**config.mk**
```make
export PLATFORM = sky130hd
export DESIGN_NAME = noc_stream_receiver
export DESIGN_NICKNAME = d
export VERILOG_FILES = /design/src/rtl/noc_stream_pkg.sv /design/src/rtl/noc_flit_fifo.sv /design/src/rtl/noc_stream_receiver.sv
export SDC_FILE = /design/constraint.sdc
export NUM_CORES = 2
export LEC_CHECK = 0
export CAP_MARGIN = 30
export CORE_AREA = 2 2 525 527
export DETAILED_ROUTE_END_ITERATION = 6
export DIE_AREA = 0 0 527 529
export DONT_BUFFER_PORTS = 1
export GPL_ROUTABILITY_DRIVEN = 0
export HOLD_SLACK_MARGIN = 0.02
export PLACE_DENSITY = 0.47
export SYNTH_ARGS = -nofsm -noshare
export SYNTH_HDL_FRONTEND = slang
export SYNTH_SLANG_ARGS = --single-unit
```
**constraint.sdc**
```tcl
create_clock -name clk -period 61.5 [get_ports clk]
set_clock_uncertainty 0.2 [all_clocks]
set_input_delay 12.3 -clock clk [delete_from_list [all_inputs] [get_ports clk]]
set_output_delay 12.3 -clock clk [all_outputs]
set_load 0.02 [all_outputs]
```
**src/rtl/noc_stream_pkg.sv**
```systemverilog
// Shared types for the NoC stream receiver endpoint.
// Holds the receive FSM states, counter width and flit record layout.
package noc_stream_pkg;

  typedef enum logic [1:0] {
    IDLE,
    ACCEPT,
    DROP
  } rx_state_t;

  localparam int CNT_W = 16;

  localparam int DEF_NOC_DW  = 512;
  localparam int DEF_BYTE_DW = 8;
  localparam int DEF_USER_DW = 32;

  // Buffered flit layout, MSB first; tstrb and tdest are not kept.
  typedef struct packed {
    logic [DEF_NOC_DW-1:0]             data;
    logic [DEF_NOC_DW/DEF_BYTE_DW-1:0] keep;
    logic [DEF_BYTE_DW-1:0]            id;
    logic [DEF_USER_DW-1:0]            user;
    logic                              last;
  } flit_t;

  function automatic int flit_w(
    input int noc_dw,
    input int byte_dw,
    input int user_dw
  );
    return noc_dw + noc_dw / byte_dw + byte_dw + user_dw + 1;
  endfunction

  function automatic logic [CNT_W-1:0] sat_inc(
    input logic [CNT_W-1:0] v
  );
    return (&v) ? v : v + 1'b1;
  endfunction

endpackage

```
**src/rtl/noc_flit_fifo.sv**
```systemverilog
// First-word-fall-through flit buffer.
// Pointers carry one extra wrap bit to tell full from empty.
module noc_flit_fifo #(
  parameter int width = 8,
  parameter int depth = 4
) (
  input  logic             clk,
  input  logic             reset,
  input  logic             push,
  input  logic [width-1:0] wdata,
  input  logic             pop,
  output logic [width-1:0] rdata,
  output logic             full,
  output logic             empty
);

  localparam int aw = $clog2(depth);

  logic [width-1:0] mem [depth];
  logic [aw:0]      wr_ptr;
  logic [aw:0]      rd_ptr;
  logic             do_push;
  logic             do_pop;

  assign empty = (wr_ptr == rd_ptr);
  assign full  = (wr_ptr[aw] != rd_ptr[aw]) &&
                 (wr_ptr[aw-1:0] == rd_ptr[aw-1:0]);

  assign do_push = push & ~full;
  assign do_pop  = pop & ~empty;

  assign rdata = mem[rd_ptr[aw-1:0]];

  always_ff @(posedge clk) begin
    if (reset) begin
      wr_ptr <= '0;
      rd_ptr <= '0;
    end else begin
      if (do_push)
        wr_ptr <= wr_ptr + (aw+1)'(1);
      if (do_pop)
        rd_ptr <= rd_ptr + (aw+1)'(1);
    end
  end

  always_ff @(posedge clk) begin
    if (do_push)
      mem[wr_ptr[aw-1:0]] <= wdata;
  end

endmodule

```
**src/rtl/noc_stream_receiver.sv**
```systemverilog
// NoC endpoint: keeps packets addressed to my_id, drops the rest,
// and hands kept flits downstream through a small FWFT buffer.
module noc_stream_receiver
  import noc_stream_pkg::*;
#(
  parameter int noc_dw     = 512,
  parameter int byte_dw    = 8,
  parameter int user_dw    = 32,
  parameter int my_id      = 0,
  parameter int fifo_depth = 4
) (
  input  logic                    clk,
  input  logic                    reset,
  input  logic                    slave_tvalid,
  output logic                    slave_tready,
  input  logic [noc_dw-1:0]       slave_tdata,
  input  logic [noc_dw/byte_dw-1:0] slave_tstrb,
  input  logic [noc_dw/byte_dw-1:0] slave_tkeep,
  input  logic [byte_dw-1:0]      slave_tid,
  input  logic [byte_dw-1:0]      slave_tdest,
  input  logic [user_dw-1:0]      slave_tuser,
  input  logic                    slave_tlast,
  output logic                    out_tvalid,
  input  logic                    out_tready,
  output logic [noc_dw-1:0]       out_tdata,
  output logic [noc_dw/byte_dw-1:0] out_tkeep,
  output logic [byte_dw-1:0]      out_tid,
  output logic [user_dw-1:0]      out_tuser,
  output logic                    out_tlast,
  output logic [CNT_W-1:0]        pkt_count,
  output logic [CNT_W-1:0]        drop_count,
  output logic                    dest_err
);

  localparam int fw = flit_w(noc_dw, byte_dw, user_dw);

  rx_state_t        state;
  rx_state_t        state_nx;
  logic             full;
  logic             empty;
  logic             hs;
  logic             for_me;
  logic             push;
  logic             drop_last;
  logic             pop;
  logic [fw-1:0]    wdata;
  logic [fw-1:0]    rdata;
  logic [CNT_W-1:0] pkt_cnt_q;
  logic [CNT_W-1:0] drop_cnt_q;
  logic             err_q;
  logic             unused_tstrb;

  assign unused_tstrb = ^slave_tstrb;

  assign for_me = (slave_tdest == byte_dw'(my_id));
  assign hs     = slave_tvalid & slave_tready;
  assign pop    = out_tvalid & out_tready;

  always_comb begin
    state_nx     = state;
    slave_tready = 1'b0;
    push         = 1'b0;
    drop_last    = 1'b0;
    unique case (state)
      IDLE: begin
        slave_tready = ~full;
        if (hs) begin
          push      = for_me;
          drop_last = ~for_me & slave_tlast;
          if (!slave_tlast)
            state_nx = for_me ? ACCEPT : DROP;
        end
      end
      ACCEPT: begin
        slave_tready = ~full;
        push         = hs;
        if (hs && slave_tlast)
          state_nx = IDLE;
      end
      DROP: begin
        slave_tready = 1'b1;
        drop_last    = hs & slave_tlast;
        if (hs && slave_tlast)
          state_nx = IDLE;
      end
      default: state_nx = IDLE;
    endcase
    // Nothing is taken while reset is held.
    if (reset) begin
      slave_tready = 1'b0;
      push         = 1'b0;
      drop_last    = 1'b0;
    end
  end

  always_ff @(posedge clk) begin
    if (reset)
      state <= IDLE;
    else
      state <= state_nx;
  end

  assign wdata = {slave_tdata, slave_tkeep, slave_tid,
                  slave_tuser, slave_tlast};

  noc_flit_fifo #(
    .width (fw),
    .depth (fifo_depth)
  ) u_fifo (
    .clk   (clk),
    .reset (reset),
    .push  (push),
    .wdata (wdata),
    .pop   (pop),
    .rdata (rdata),
    .full  (full),
    .empty (empty)
  );

  assign out_tvalid = ~reset & ~empty;
  assign {out_tdata, out_tkeep, out_tid,
          out_tuser, out_tlast} = rdata;

  always_ff @(posedge clk) begin
    if (reset) begin
      pkt_cnt_q  <= '0;
      drop_cnt_q <= '0;
      err_q      <= 1'b0;
    end else begin
      if (pop && out_tlast)
        pkt_cnt_q <= sat_inc(pkt_cnt_q);
      if (drop_last) begin
        drop_cnt_q <= sat_inc(drop_cnt_q);
        err_q      <= 1'b1;
      end
    end
  end

  assign pkt_count  = pkt_cnt_q;
  assign drop_count = drop_cnt_q;
  assign dest_err   = err_q;

endmodule

```
==> flow_summary.json <==
{
  "worstPathArrival_ns": 13.09,
  "wire_per_inst_um": 31.9,
  "cts_tree": "done",
  "p_seq_frac": 0.543,
  "dieArea_um2": 279000,
  "fmax_mhz": 39.1,
  "crit_path_start": "reset",
  "design_area_um2": 104000,
  "ant_nets": 0,
  "area_growth_pct": 14.6,
  "startpoint_type": "input port",
  "finalMaxSlewViolations": 0,
  "switching_share": 0.195,
  "syn_area_um2": 90900,
  "grt_max_degree": 133,
  "avgSynthCellArea_um2": 26.0,
  "holdBufCountCts": 0,
  "timing.final.crit_share": 0.416,
  "first_pass_iters": 5,
  "io_buffers": 0,
  "cp.buffers_inverters": 0,
  "cp.depth": 1,
  "ir_worst_vdd_mv": 0.0252,
  "cts_sinks": 2511,
  "clkPwrFrac": 0.456,
  "synth-main-ff-cell": "edfxtp_1",
  "ys_warn_count": 0,
  "r2r_start": "state[1]",
  "ys_ff_latch": 2511,
  "max_stage_delay_ns": 0.77,
  "vias": 37600,
  "overflow": 0,
  "die_y_um": 529,
  "synth-edff-count": 2468,
  "cts_resized": 0,
  "placed_area_um2": 95400,
  "drv_cap": 0,
  "cts.htree.levels": 5,
  "switching_power_uw": 675,
  "hold_path.class": "reg -> reg",
  "power.leakage_uw": 0.0306,
  "ioPinCount": 1345,
  "path_clk_slew_ns": 0.06,
  "critPathCaptureType": "output port",
  "insertion_delay_ns": 0.87,
  "cp_top_family": "compound AO/OA/AOI/OAI gates",
  "drt_iter0_drc": 2747,
  "seq_area_frac_synth": 0.825,
  "fin_nets": 4394,
  "outcome": "completed",
  "dp_hpwl_um": 158000,
  "hold_depth": 2,
  "n_fill_cell": 24300,
  "worst_path_max_delay_cell": "a21oi_1",
  "cts.path.max_buffers": 4,
  "setup_viol": 0,
  "hold_viol": 0,
  "powerDensity_nw_per_um2": 33.2,
  "p_comb_frac": 0.001,
  "internal_power_uw": 2790,
  "reg2reg_depth": 10,
  "cts-root-buf": "clkbuf_16",
  "grt_antenna_before_repair": 17,
  "worstMarginPinSlew_ns": 1.27,
  "worstPathRequired_ns": 49.00,
  "synth_cell_types": 43,
  "min_period_ns": 25.59,
  "syn_inst": 3490,
  "grt_usage": 0.166,
  "worstPathMaxFanout": 33,
  "crit_type": "in -> out",
  "syn_nets": 4193,
  "first_global_vias": 39600,
  "core_um2": 273000,
  "grt_pass1_wl_um": 325000,
  "drive_gt1_frac": 0.273,
  "start_util": 0.333,
  "path_cells": "a21oi_1",
  "cts_setup_buffers": 0,
  "drt-total-wl_um": 239000,
  "drc": 0,
  "async_flop_share": 0,
  "via_per_inst": 5.03,
  "max_slew_margin": 0.152,
  "rows": 192,
  "worstHoldStart": "u_fifo.wr_ptr[2]",
  "cts_buffers": 280,
  "die_x_um": 527,
  "rsz0062_at_grt": "no",
  "fin_setup_tns_ns": 0
}
[path summary, 6_finish.rpt]
path / end / slack (ns)
worst max register to register: u_fifo.mem[2][284] / 55.39
worst min register to register: u_fifo.wr_ptr[2] / 0.31
worst min-delay path: u_fifo.wr_ptr[2] / 0.31
worst max-delay path: out_tvalid / 35.91
[power by group through the flow]
stage               Sequential (uW)  Clock (uW)  Combinational, uW
finish                         1880        1580               3.26
global route                   1880        1690               3.56
CTS                            1880        1620               3.33
detailed placement             1920           0               3.31
global placement               1920           0               3.26
floorplan                      1920           0               2.54
[per-stage QoR]
stage | total power, uW | hold WS (ns) | instances | setup slack [ns] | util
5_1_grt | 3570 | 0.353 | 7484 | 35.86 | 0.382
6_report | 3460 | 0.313 | 7484 | 35.91 | 0.382
3_5_place_dp | 1920 | 0.304 | 6994 | 35.87 | 0.350
2_1_floorplan | 1920 | 0.277 | 3490 | 32.58 | -
3_3_place_gp | 1920 | 0.290 | 6991 | 35.88 | 0.349
4_1_cts | 3500 | 0.314 | 7479 | 35.86 | 0.381
[metal layers]
metal  wire length, um  global-route usage
met1             80000               0.171
met2            117000               0.274
met3             35100               0.108
met4              6600              0.0476
met5               101                   0
[sequential cells by signal (all words and copies together), names as in the netlist, named ones only]
signal,cells
dest_err,1
state,2
pkt_count,16
drop_count,16
u_fifo.rd_ptr,3
u_fifo.mem,2468
u_fifo.wr_ptr,3
[final cells by class]
class / count / area [um2] / share of cell area
tap: 3589 / 4490 / 0.0431
antenna: 1 / 2.50 / 0.0000240
sequential: 2511 / 75000 / 0.720
timing repair buffer: 69 / 779 / 0.00749
multi-input combinational: 816 / 15200 / 0.146
clock inverter: 136 / 1290 / 0.0124
inverter: 13 / 48.8 / 0.000469
clock buffer: 349 / 7310 / 0.0702
[cell usage after synthesis (2+ instances only)]
| cell | number | share of area |
|---|---|---|
| a21oi_1 | 11 | 0.00061 |
| and2_1 | 6 | 0.00041 |
| and3_1 | 2 | 0.00014 |
| and4_1 | 2 | 0.00019 |
| buf_1 | 62 | 0.0026 |
| buf_2 | 43 | 0.0024 |
| clkbuf_1 | 45 | 0.0019 |
| dfxtp_1 | 43 | 0.0095 |
| edfxtp_1 | 2468 | 0.82 |
| ha_1 | 10 | 0.0014 |
| inv_1 | 13 | 0.00054 |
| mux2_2 | 3 | 0.00037 |
| mux2i_1 | 9 | 0.00099 |
| mux4_2 | 616 | 0.15 |
| nand2_1 | 18 | 0.00074 |
| nand3_1 | 10 | 0.00055 |
| nand4_1 | 15 | 0.0010 |
| nor2_1 | 29 | 0.0012 |
| nor2b_1 | 2 | 0.00014 |
| nor3_1 | 3 | 0.00017 |
| nor4_1 | 12 | 0.00083 |
| o21a_1 | 2 | 0.00017 |
| o21ai_0 | 5 | 0.00028 |
| o311ai_0 | 6 | 0.00058 |
| o31a_1 | 3 | 0.00029 |
| o31ai_1 | 5 | 0.00041 |
| o41ai_1 | 6 | 0.00058 |
| or2_2 | 2 | 0.00014 |
| or3_1 | 4 | 0.00028 |
| or4_1 | 8 | 0.00066 |
| xnor2_1 | 12 | 0.0012 |
| xor2_1 | 4 | 0.00039 |
[placed cells by master (no fill, tap or decap), types with 12 or more instances in the layout]
| cell | instances |
|---|---|
| xnor2_1 | 12 |
| clkinv_2 | 33 |
| clkinv_1 | 57 |
| nand4_1 | 15 |
| inv_1 | 13 |
| dfxtp_1 | 41 |
| bufinv_16 | 14 |
| nor2_1 | 29 |
| nand2_1 | 18 |
| clkbuf_1 | 66 |
| edfxtp_1 | 2468 |
| nor4_1 | 12 |
| mux4_2 | 616 |
| buf_4 | 51 |
| clkbuf_16 | 281 |
[kinds of logic (layout without fill, tap and decap cells)]
kind of cell	Yosys count	after routing	synth area share
mux	628	628	0.154
other cells	0	1	0
compound gates	43	43	0.00342
buf+inv	163	567	0.00733
simple gates	119	119	0.00709
xor+xnor	16	16	0.00154
fa+ha+maj	10	10	0.00138
flops	2511	2511	0.825
(Power assumes the default switching activity.)
